$ cat src/rtl/mux4_rr_arbiter_if.sv
// Handshake bundle between four requesters and the round-robin mux arbiter.
//   req     : request per requester, held for the whole transfer
//   last    : final-beat marker per requester
//   gnt     : one-hot grant (all-zero when idle)
//   sel     : mux select, encoded index of gnt while granted
//   busy    : a grant is active
//   preempt : one-cycle pulse after a grant ended by hold timeout
// slave  = arbiter side, master = requester side.
interface mux4_rr_arbiter_if;
  logic [3:0] req;
  logic [3:0] last;
  logic [3:0] gnt;
  logic [1:0] sel;
  logic       busy;
  logic       preempt;

  modport slave (
    input  req,
    input  last,
    output gnt,
    output sel,
    output busy,
    output preempt
  );

  modport master (
    output req,
    output last,
    input  gnt,
    input  sel,
    input  busy,
    input  preempt
  );
endinterface

$ cat src/rtl/mux4_rr_arbiter.sv
// Round-robin arbiter driving the select of a shared 4-bit 4:1 mux.
// Every grant is followed by one idle turnaround cycle; a grant is cut short
// after MAX_HOLD cycles only if another requester is waiting.
//   clk : system clock, rising edge
//   rst : asynchronous active-low reset
//   bus : mux4_rr_arbiter_if.slave (req/last in, gnt/sel/busy/preempt out)
// Parameters:
//   MAX_HOLD : max grant length while others wait (2 .. 2**HW-1)
//   HW       : hold counter width
module mux4_rr_arbiter #(
  parameter int unsigned MAX_HOLD = 16,
  parameter int unsigned HW       = 5
) (
  input  logic                  clk,
  input  logic                  rst,
  mux4_rr_arbiter_if.slave      bus
);

  typedef enum logic {
    IDLE  = 1'b0,
    GRANT = 1'b1
  } state_t;

  localparam logic [HW-1:0] HOLD_LAST = HW'(MAX_HOLD - 1);

  state_t          state, state_n;
  logic [3:0]      gnt_q, gnt_n;
  logic [1:0]      sel_q, sel_n;
  logic [1:0]      ptr_q, ptr_n;
  logic [HW-1:0]   cnt_q, cnt_n;
  logic            pre_q, pre_n;

  logic            found;
  logic [1:0]      winner;
  logic [1:0]      idx;
  logic            ab, done, others, tmo;

  always_ff @(posedge clk or negedge rst) begin
    if (!rst) begin
      state <= IDLE;
      gnt_q <= '0;
      sel_q <= '0;
      ptr_q <= '0;
      cnt_q <= '0;
      pre_q <= 1'b0;
    end else begin
      state <= state_n;
      gnt_q <= gnt_n;
      sel_q <= sel_n;
      ptr_q <= ptr_n;
      cnt_q <= cnt_n;
      pre_q <= pre_n;
    end
  end

  // Rotating priority scan starting at ptr.
  always_comb begin
    found  = 1'b0;
    winner = '0;
    idx    = '0;
    for (int unsigned i = 0; i < 4; i++) begin
      idx = ptr_q + 2'(i);
      if (!found && bus.req[idx]) begin
        found  = 1'b1;
        winner = idx;
      end
    end
  end

  always_comb begin
    state_n = state;
    gnt_n   = '0;
    sel_n   = sel_q;
    ptr_n   = ptr_q;
    cnt_n   = cnt_q;
    pre_n   = 1'b0;
    ab      = 1'b0;
    done    = 1'b0;
    others  = 1'b0;
    tmo     = 1'b0;
    unique case (state)
      IDLE: begin
        if (found) begin
          gnt_n   = 4'b0001 << winner;
          sel_n   = winner;
          cnt_n   = '0;
          state_n = GRANT;
        end
      end
      GRANT: begin
        ab     = !bus.req[sel_q];
        done   = bus.req[sel_q] && bus.last[sel_q];
        others = |(bus.req & ~gnt_q);
        tmo    = (cnt_q == HOLD_LAST) && others;
        if (ab || done || tmo) begin
          state_n = IDLE;
          ptr_n   = sel_q + 2'd1;
          // Only a pure timeout is reported; last coinciding with the
          // timeout is an ordinary completion.
          pre_n   = tmo && !ab && !done;
        end else begin
          gnt_n = gnt_q;
          // Saturate so a lone requester keeps its grant indefinitely and
          // is released the first cycle anyone else asks.
          if (cnt_q != HOLD_LAST) cnt_n = cnt_q + HW'(1);
        end
      end
      default: state_n = IDLE;
    endcase
  end

  assign bus.gnt     = gnt_q;
  assign bus.sel     = sel_q;
  assign bus.busy    = |gnt_q;
  assign bus.preempt = pre_q;

endmodule
$ cat src/flat_wrapper.sv
// flat-port wrapper written by rule: the top's interface ports become plain ports
module mux4_rr_arbiter_flat 
#(
  parameter int unsigned MAX_HOLD = 16,
  parameter int unsigned HW       = 5
)
  (clk, rst, bus_req, bus_last, bus_gnt, bus_sel, bus_busy, bus_preempt);
  mux4_rr_arbiter_if bus_i ();
  input  logic clk;
  input  logic rst;
  input wire logic [$bits(bus_i.req)-1:0] bus_req;
  input wire logic [$bits(bus_i.last)-1:0] bus_last;
  output wire logic [$bits(bus_i.gnt)-1:0] bus_gnt;
  output wire logic [$bits(bus_i.sel)-1:0] bus_sel;
  output wire logic [$bits(bus_i.busy)-1:0] bus_busy;
  output wire logic [$bits(bus_i.preempt)-1:0] bus_preempt;
  assign bus_i.req = bus_req;
  assign bus_i.last = bus_last;
  assign bus_gnt = bus_i.gnt;
  assign bus_sel = bus_i.sel;
  assign bus_busy = bus_i.busy;
  assign bus_preempt = bus_i.preempt;
  mux4_rr_arbiter #(.MAX_HOLD(MAX_HOLD), .HW(HW)) u_core (.clk(clk), .rst(rst), .bus(bus_i));
endmodule
$ cat config.mk
export PLATFORM = sky130hd
export DESIGN_NAME = mux4_rr_arbiter_flat
export DESIGN_NICKNAME = d
export VERILOG_FILES = /design/src/rtl/mux4_rr_arbiter_if.sv /design/src/rtl/mux4_rr_arbiter.sv /design/src/flat_wrapper.sv
export SDC_FILE = /design/constraint.sdc
export NUM_CORES = 1
export LEC_CHECK = 0
export CORE_AREA = 2 2 43 49
export DETAILED_ROUTE_END_ITERATION = 12
export DIE_AREA = 0 0 45 51
export PLACE_DENSITY = 0.73
export SLEW_MARGIN = 0
export SYNTH_ARGS = -nofsm -noshare
export SYNTH_HDL_FRONTEND = slang
export SYNTH_SLANG_ARGS = --single-unit
export TNS_END_PERCENT = 5
$ cat constraint.sdc
create_clock -name clk -period 2.5 [get_ports clk]
set_input_delay 0.5 -clock clk [delete_from_list [all_inputs] [get_ports clk]]
set_output_delay 0.5 -clock clk [all_outputs]
set_load 0.005 [all_outputs]
==> impl_summary.log, run 1 <==
INFO  metric synth_top_family_by_area = compound AO/OA/AOI/OAI gates
INFO  metric finalSetupTns = 0 ps
INFO  metric area_growth_syn_to_layout = 29.3%
INFO  metric timing.critical_path.fanout_max = 4
INFO  metric timing.final.crit_period = around 2200 ps
INFO  metric hold_ws = 479 ps
INFO  metric netlist_instances = 79
INFO  metric detail_route.iter0.violations = 18
INFO  metric wire_length_of_the_first_global_routing_pass = just under 3000 microns
INFO  metric crit_arrival = between 1500 and 2000 ps
INFO  metric ys_flop_type = sky130_fd_sc_hd__dfrtp_1
INFO  metric cell_depth_of_the_worst_min_delay_path = 1
INFO  metric top_level_ports = 18
INFO  metric synthXorXnorAreaFrac = approximately 1.1%
INFO  metric reg2reg_depth = 6
INFO  metric number_of_synthesized_flops_with_an_enable_pin = 0
INFO  metric ctsHoldBuffers = 0
INFO  metric mappedNetlistArea = 820 sq um
INFO  metric grt_remaining_overflow = 0
INFO  metric first_global_vias = roughly 660
INFO  metric criticalPathCategory = reg -> out
INFO  metric gpl.final_weighted_congestion = 0.869
INFO  metric cts_resized = 0
INFO  metric finalMaxSlewViolations = 0
INFO  metric yosys_warning_count = 0
INFO  metric floorplan.die.width = 45 microns
INFO  metric status = complete, no violations
INFO  metric clockRootBuffer = sky130_fd_sc_hd__clkbuf_4
INFO  metric grt.total_usage = 17.5%
INFO  metric route.vias.total = 700
INFO  metric number_of_antenna_violations_at_the_first_check_in_global_routing = 0
INFO  metric utilization = 56.6%
INFO  metric ys_types = 34
INFO  metric achievable-frequency = about 470 MHz
INFO  metric ffs_latches_synth = 15
INFO  metric insertion_delay = between 200 and 300 ps
INFO  metric most-common-layout-cells = sky130_fd_sc_hd__clkdlybuf4s50_1 (17), sky130_fd_sc_hd__dfrtp_1 (15), sky130_fd_sc_hd__inv_1 (8), sky130_fd_sc_hd__nand2_1 (8), sky130_fd_sc_hd__mux2i_1 (6)
INFO  metric start_util = between 40% and 50%
INFO  metric multi_input_area = approximately 400 sq um
INFO  metric final_net_count = approximately 120
INFO  metric detail_route.vias_per_cell = about 5.8
INFO  metric timing.slew.headroom = a little under three fifths
INFO  metric timing.final.crit_share = a little under nine tenths
INFO  metric die_area = 2300 sq um
INFO  metric routed_wire_length_per_instance = 15.1 microns
INFO  metric port_buffers = 17
INFO  metric total_leakage_power = between 0.5 and 0.6 nW
INFO  metric post_cts.repair.setup_buffers = 0
INFO  metric synthAdderAreaFrac = between 3 and 4%
INFO  metric critical_path.startpoint_type = flop
INFO  metric muxShareOfSynthArea = 8.70%
INFO  metric dp.final_hpwl = roughly 1400 microns
INFO  metric clock-skew-final = ~5.8 ps
INFO  metric h-tree-depth = 1
INFO  metric drive_above_1_share = 12.7%
INFO  metric synth_compound_area_share = roughly 23%
INFO  metric route.antenna.remaining_nets = 0
INFO  metric cellPowerDensity = 1060 nW/um^2
INFO  metric hold_viol = 0
INFO  metric design.core.area = 1870 sq um
INFO  metric antenna-diode-count = 0
INFO  metric average_instance_area_after_synthesis = a little over 10 sq um
INFO  metric cts_sinks = 15
INFO  metric max-vdd-ir-drop = roughly 0.55 mV
INFO  metric clkSlewWorstSetupHoldPaths = around 90 ps
INFO  metric nFillCells = between 150 and 200
INFO  metric firstDrtPassIters = 4
INFO  metric floorplan.rows = 17
INFO  metric dieHeight = 51 microns
INFO  metric cts_tree = built
INFO  metric asyncSetResetFlopFracSynth = between 90% and 100%
INFO  metric remaining_design_rule_violation_count = 0
INFO  metric worstPathRequired = approximately 2000 ps
INFO  metric layout_commonest_cell = sky130_fd_sc_hd__clkdlybuf4s50_1
INFO  metric synth_seq_area_share = between 40% and 50%
INFO  metric synth.area.top_cells = sky130_fd_sc_hd__dfrtp_1 (46%), sky130_fd_sc_hd__mux2i_1 (7.3%), sky130_fd_sc_hd__inv_1 (3.7%)
INFO  metric cts_buffers = 3
INFO  metric worst-slew-pin-transition = roughly 650 ps
INFO  metric register_area = roughly 380 sq um
INFO  metric synth_top_cell_area_share = between 40% and 50%
INFO  metric postSynthNetCount = 91
INFO  metric unrepaired_setup_endpoints_after_global_routing = no
INFO  metric hp-class = reg -> reg
INFO  metric max_cap_viol = 0
INFO  metric post_synth_and_or_nand_nor_area_fraction = between 10% and 20%
INFO  metric crit_path_end_kind = output port
INFO  metric grt_max_degree = 16
INFO  metric finalSetupViolCount = 0
INFO  metric synth.largest_area_cell = sky130_fd_sc_hd__dfrtp_1
INFO  metric cts-root-to-sink-buffers = 2
INFO  metric wirelength = about 1800 microns
==> through the flow <==
step	std cells	area [sq um]	setup slack (ps)	power, mW
after floorplan	79	820	682	0.733
after global placement	117	1030	185	0.971
after detailed placement	117	1030	145	0.991
after CTS	121	1060	335	1.13
after global routing	121	1060	299	1.21
final	121	1060	349	1.12
==> state kept, by name, indices dropped and copies added, names as in the netlist <==
register	flops
u_core.bus.gnt	4
u_core.bus.preempt	1
u_core.bus.sel	2
u_core.cnt_q	5
u_core.ptr_q	2
u_core.state	1
==> final timing paths <==
kind | to | slack, ps | from
max in group asynchronous | u_core.bus.sel[0] | 1460 | rst
min in group asynchronous | u_core.cnt_q[0] | 620 | rst
hold / removal | u_core.cnt_q[3] | 480 | u_core.cnt_q[3]
hold reg to reg | u_core.cnt_q[3] | 480 | u_core.cnt_q[3]
setup reg to reg | u_core.ptr_q[1] | 510 | u_core.cnt_q[0]
setup / recovery | bus_busy | 350 | u_core.bus.gnt[0]
==> Yosys cell counts, types with 2 or more instances <==
cell type                   instances
sky130_fd_sc_hd__dfrtp_1           15
sky130_fd_sc_hd__inv_1              8
sky130_fd_sc_hd__nand2_1            8
sky130_fd_sc_hd__mux2i_1            6
sky130_fd_sc_hd__o21ai_0            5
sky130_fd_sc_hd__a21o_1             2
sky130_fd_sc_hd__a21oi_1            2
sky130_fd_sc_hd__a22o_1             2
sky130_fd_sc_hd__ha_1               2
sky130_fd_sc_hd__nor2_1             2
sky130_fd_sc_hd__o22ai_1            2
sky130_fd_sc_hd__o2bb2ai_1          2
sky130_fd_sc_hd__or4_1              2
==> cells by family (layout without fill, tap and decap cells) <==
group                    count (synthesis)  in the layout
XOR/XNOR                                 1              1
buffers and inverters                   10             33
AO/OA/AOI/OAI                           23             23
multiplexers                             7              7
flip-flops                              15             15
AND/OR/NAND/NOR                         21             21
adder cells (fa/ha/maj)                  2              2
==> critical path, stage by stage, from the launching register on <==
cell,delay [ps]
sky130_fd_sc_hd__dfrtp_1,420
sky130_fd_sc_hd__or4_1,510
sky130_fd_sc_hd__clkdlybuf4s50_1,450
==> report_power, final <==
| group | total [mW] | leakage [nW] | switching (mW) | internal (mW) |
|---|---|---|---|---|
| sequential | 0.438 | 0.195 | 0.111 | 0.327 |
| combinational | 0.551 | 0.288 | 0.244 | 0.307 |
| clock | 0.135 | 0.0177 | 0.0763 | 0.0591 |
| total | 1.12 | 0.501 | 0.432 | 0.692 |
==> per-layer routing <==
layer | wire, microns | track usage [%]
met1 | 799 | 23.3
met2 | 926 | 29.3
met3 | 84 | 2.47
met4 | 17 | 4.41
met5 | 0 | 0
==> final cells by class <==
class | instances | share of cell area (%)
Tap cell | 19 | 2.24
Inverter | 9 | 3.19
Multi-Input combinational cell | 54 | 38.4
Sequential cell | 15 | 35.4
Clock inverter | 1 | 0.472
Timing Repair Buffer | 20 | 18.2
Clock buffer | 3 | 2.13
(Power assumes the default switching activity.)
==> run 2: changes to the inputs <==
Clock period 2.5 ns to 2.47 ns, I/O delays scaled along.
==> run 2 against run 1 <==
Flip-flop and latch count stayed put. Combinational power is 1% higher. Cell count stayed put. Critical path depth stayed put. Power rose by 1.3%. Worst hold slack about the same. Core utilization did not move. Register-to-register slack worse by 40 ps. Non-clock buffer count unchanged. Die area stayed put. Setup slack lost 26 ps. Critical path type unchanged. Highest routed layer unchanged.
==> impl_summary.log, run 2 (same netlist as run 1, synthesis figures left out) <==
INFO  metric status = complete, no violations
INFO  metric cell_depth_of_the_worst_min_delay_path = 1
INFO  metric reg2reg_depth = 6
INFO  metric firstDrtPassIters = 4
INFO  metric insertion_delay = about 290 ps
INFO  metric hp-class = reg -> reg
INFO  metric min-delay-start = u_core.cnt_q[3]
INFO  metric cts_buffers = 3
INFO  metric crit_arrival = 1650 ps
INFO  metric largest_register_ffs = 5
INFO  metric grt_max_degree = 16
INFO  metric wire_length_of_the_first_global_routing_pass = between 2000 and 3000 microns
INFO  metric ctsHoldBuffers = 0
INFO  metric unrepaired_setup_endpoints_after_global_routing = no
INFO  metric criticalPathCategory = reg -> out
INFO  metric timing.critical_path.fanout_max = 4
INFO  metric route.vias.total = about 710
INFO  metric post_cts.repair.setup_buffers = 0
INFO  metric largest-register = u_core.cnt_q
INFO  metric dp.final_hpwl = between 1000 and 1500 microns
INFO  metric gpl.final_weighted_congestion = ~0.87
INFO  metric cts_tree = built
INFO  metric floorplan.rows = 17
INFO  metric crit_path_end_kind = output port
INFO  metric worst-slew-pin-transition = between 600 and 700 ps
INFO  metric h-tree-depth = 1
INFO  metric detail_route.iter0.violations = 9
INFO  metric cts_resized = 0
INFO  metric detail_route.vias_per_cell = 5.89
INFO  metric max_cap_viol = 0
INFO  metric grt.total_usage = ~18%
INFO  metric worstPathRequired = slightly below 2000 ps
INFO  metric total_leakage_power = roughly 0.5 nW
INFO  metric clock-skew-final = roughly 11 ps
INFO  metric utilization = between 50% and 60%
INFO  metric number_of_antenna_violations_at_the_first_check_in_global_routing = 0
INFO  metric cts-root-to-sink-buffers = 2
INFO  metric critical_path.startpoint_type = flop
INFO  metric timing.final.crit_period = 2150 ps
INFO  metric remaining_design_rule_violation_count = 0
INFO  metric area_growth_syn_to_layout = 29.3%
INFO  metric rr_endpoint = u_core.ptr_q[1]
INFO  metric finalMaxSlewViolations = 0
INFO  metric nFillCells = ~160
INFO  metric wirelength = around 1800 microns
INFO  metric die_area = 2300 sq um
INFO  metric timing.slew.headroom = around 57%
INFO  metric hold_viol = 0
INFO  metric achievable-frequency = 466 MHz
INFO  metric most-common-layout-cells = sky130_fd_sc_hd__clkdlybuf4s50_1 (17), sky130_fd_sc_hd__dfrtp_1 (15), sky130_fd_sc_hd__inv_1 (8), sky130_fd_sc_hd__nand2_1 (8), sky130_fd_sc_hd__mux2i_1 (6)
INFO  metric worstHoldEndpoint = u_core.cnt_q[3]
INFO  metric finalSetupViolCount = 0
INFO  metric drive_above_1_share = about an eighth
INFO  metric timing.final.crit_share = a little under 90%
INFO  metric route.antenna.remaining_nets = 0
INFO  metric cellPowerDensity = between 1000 and 1500 nW/um^2
INFO  metric start_util = a little over two fifths
INFO  metric cts_sinks = 15
INFO  metric layout_commonest_cell = sky130_fd_sc_hd__clkdlybuf4s50_1
INFO  metric final_net_count = 115
INFO  metric antenna-diode-count = 0
INFO  metric design.core.area = 1870 sq um
INFO  metric postLayoutCellArea = 1060 sq um
INFO  metric port_buffers = 17
INFO  metric max-vdd-ir-drop = roughly 0.5 mV
INFO  metric routed_wire_length_per_instance = 15.1 microns
INFO  metric floorplan.die.width = ~45 microns
INFO  metric grt_remaining_overflow = 0
INFO  metric first_global_vias = between 700 and 800
INFO  metric register_area = 375 sq um
INFO  metric top_level_ports = 18
INFO  metric placed_area = 1030 sq um
INFO  metric regToRegSetupSlack = roughly 470 ps
INFO  metric clockRootBuffer = sky130_fd_sc_hd__clkbuf_4
INFO  metric finalSetupTns = 0 ps
INFO  metric worst_r2r_startpoint = u_core.cnt_q[0]
INFO  metric multi_input_area = just over 400 sq um
INFO  metric dieHeight = 51 microns
INFO  metric clkSlewWorstSetupHoldPaths = roughly 90 ps
-- run 2: worst max-delay path, stage by stage, from the launching register on --
cell	delay, ps
sky130_fd_sc_hd__dfrtp_1	410
sky130_fd_sc_hd__or4_1	510
sky130_fd_sc_hd__clkdlybuf4s50_1	450
-- run 2: how the worst max path moves through the flow --
stage / slack (ps) / to / from
after floorplan: 650 / u_core.ptr_q[1] / u_core.cnt_q[0]
after global placement: 160 / u_core.ptr_q[1] / bus_req[1]
after detailed placement: 120 / u_core.ptr_q[1] / bus_req[2]
after CTS: 300 / bus_busy / u_core.bus.gnt[0]
after global routing: 270 / bus_busy / u_core.bus.gnt[0]
final: 320 / bus_busy / u_core.bus.gnt[0]
-- run 2: cell type report --
| class | instances | share of cell area, % |
|---|---|---|
| multi-input cells | 54 | 38.4 |
| repair buffers | 20 | 18.2 |
| inverters | 9 | 3.19 |
| well taps | 19 | 2.24 |
| clock inverters | 1 | 0.472 |
| clock buffers | 3 | 2.13 |
| flip-flops and latches | 15 | 35.4 |
-- run 2: metrics by stage --
step | total power [mW] | worst slack, ps | cells | hold slack (ps)
3_3_place_gp | 0.983 | 161 | 117 | 458
4_1_cts | 1.15 | 298 | 121 | 482
2_1_floorplan | 0.742 | 652 | 79 | 198
5_1_grt | 1.23 | 265 | 121 | 521
3_5_place_dp | 1.01 | 124 | 117 | 466
6_report | 1.14 | 323 | 121 | 479
-- run 2: where the power goes --
group	leakage, nW	internal (mW)	switching, mW
combinational	0.288	0.310	0.247
sequential	0.195	0.331	0.112
clock	0.0177	0.0601	0.0783
-- run 2: per-layer routing --
layer | up-vias | global-route usage, % | routed length, microns
li1 | 338 | - | -
met1 | 348 | 21.0 | 743
met2 | 21 | 28.1 | 921
met3 | 6 | 3.89 | 105
met4 | 0 | 13.7 | 57
met5 | - | 0 | 0
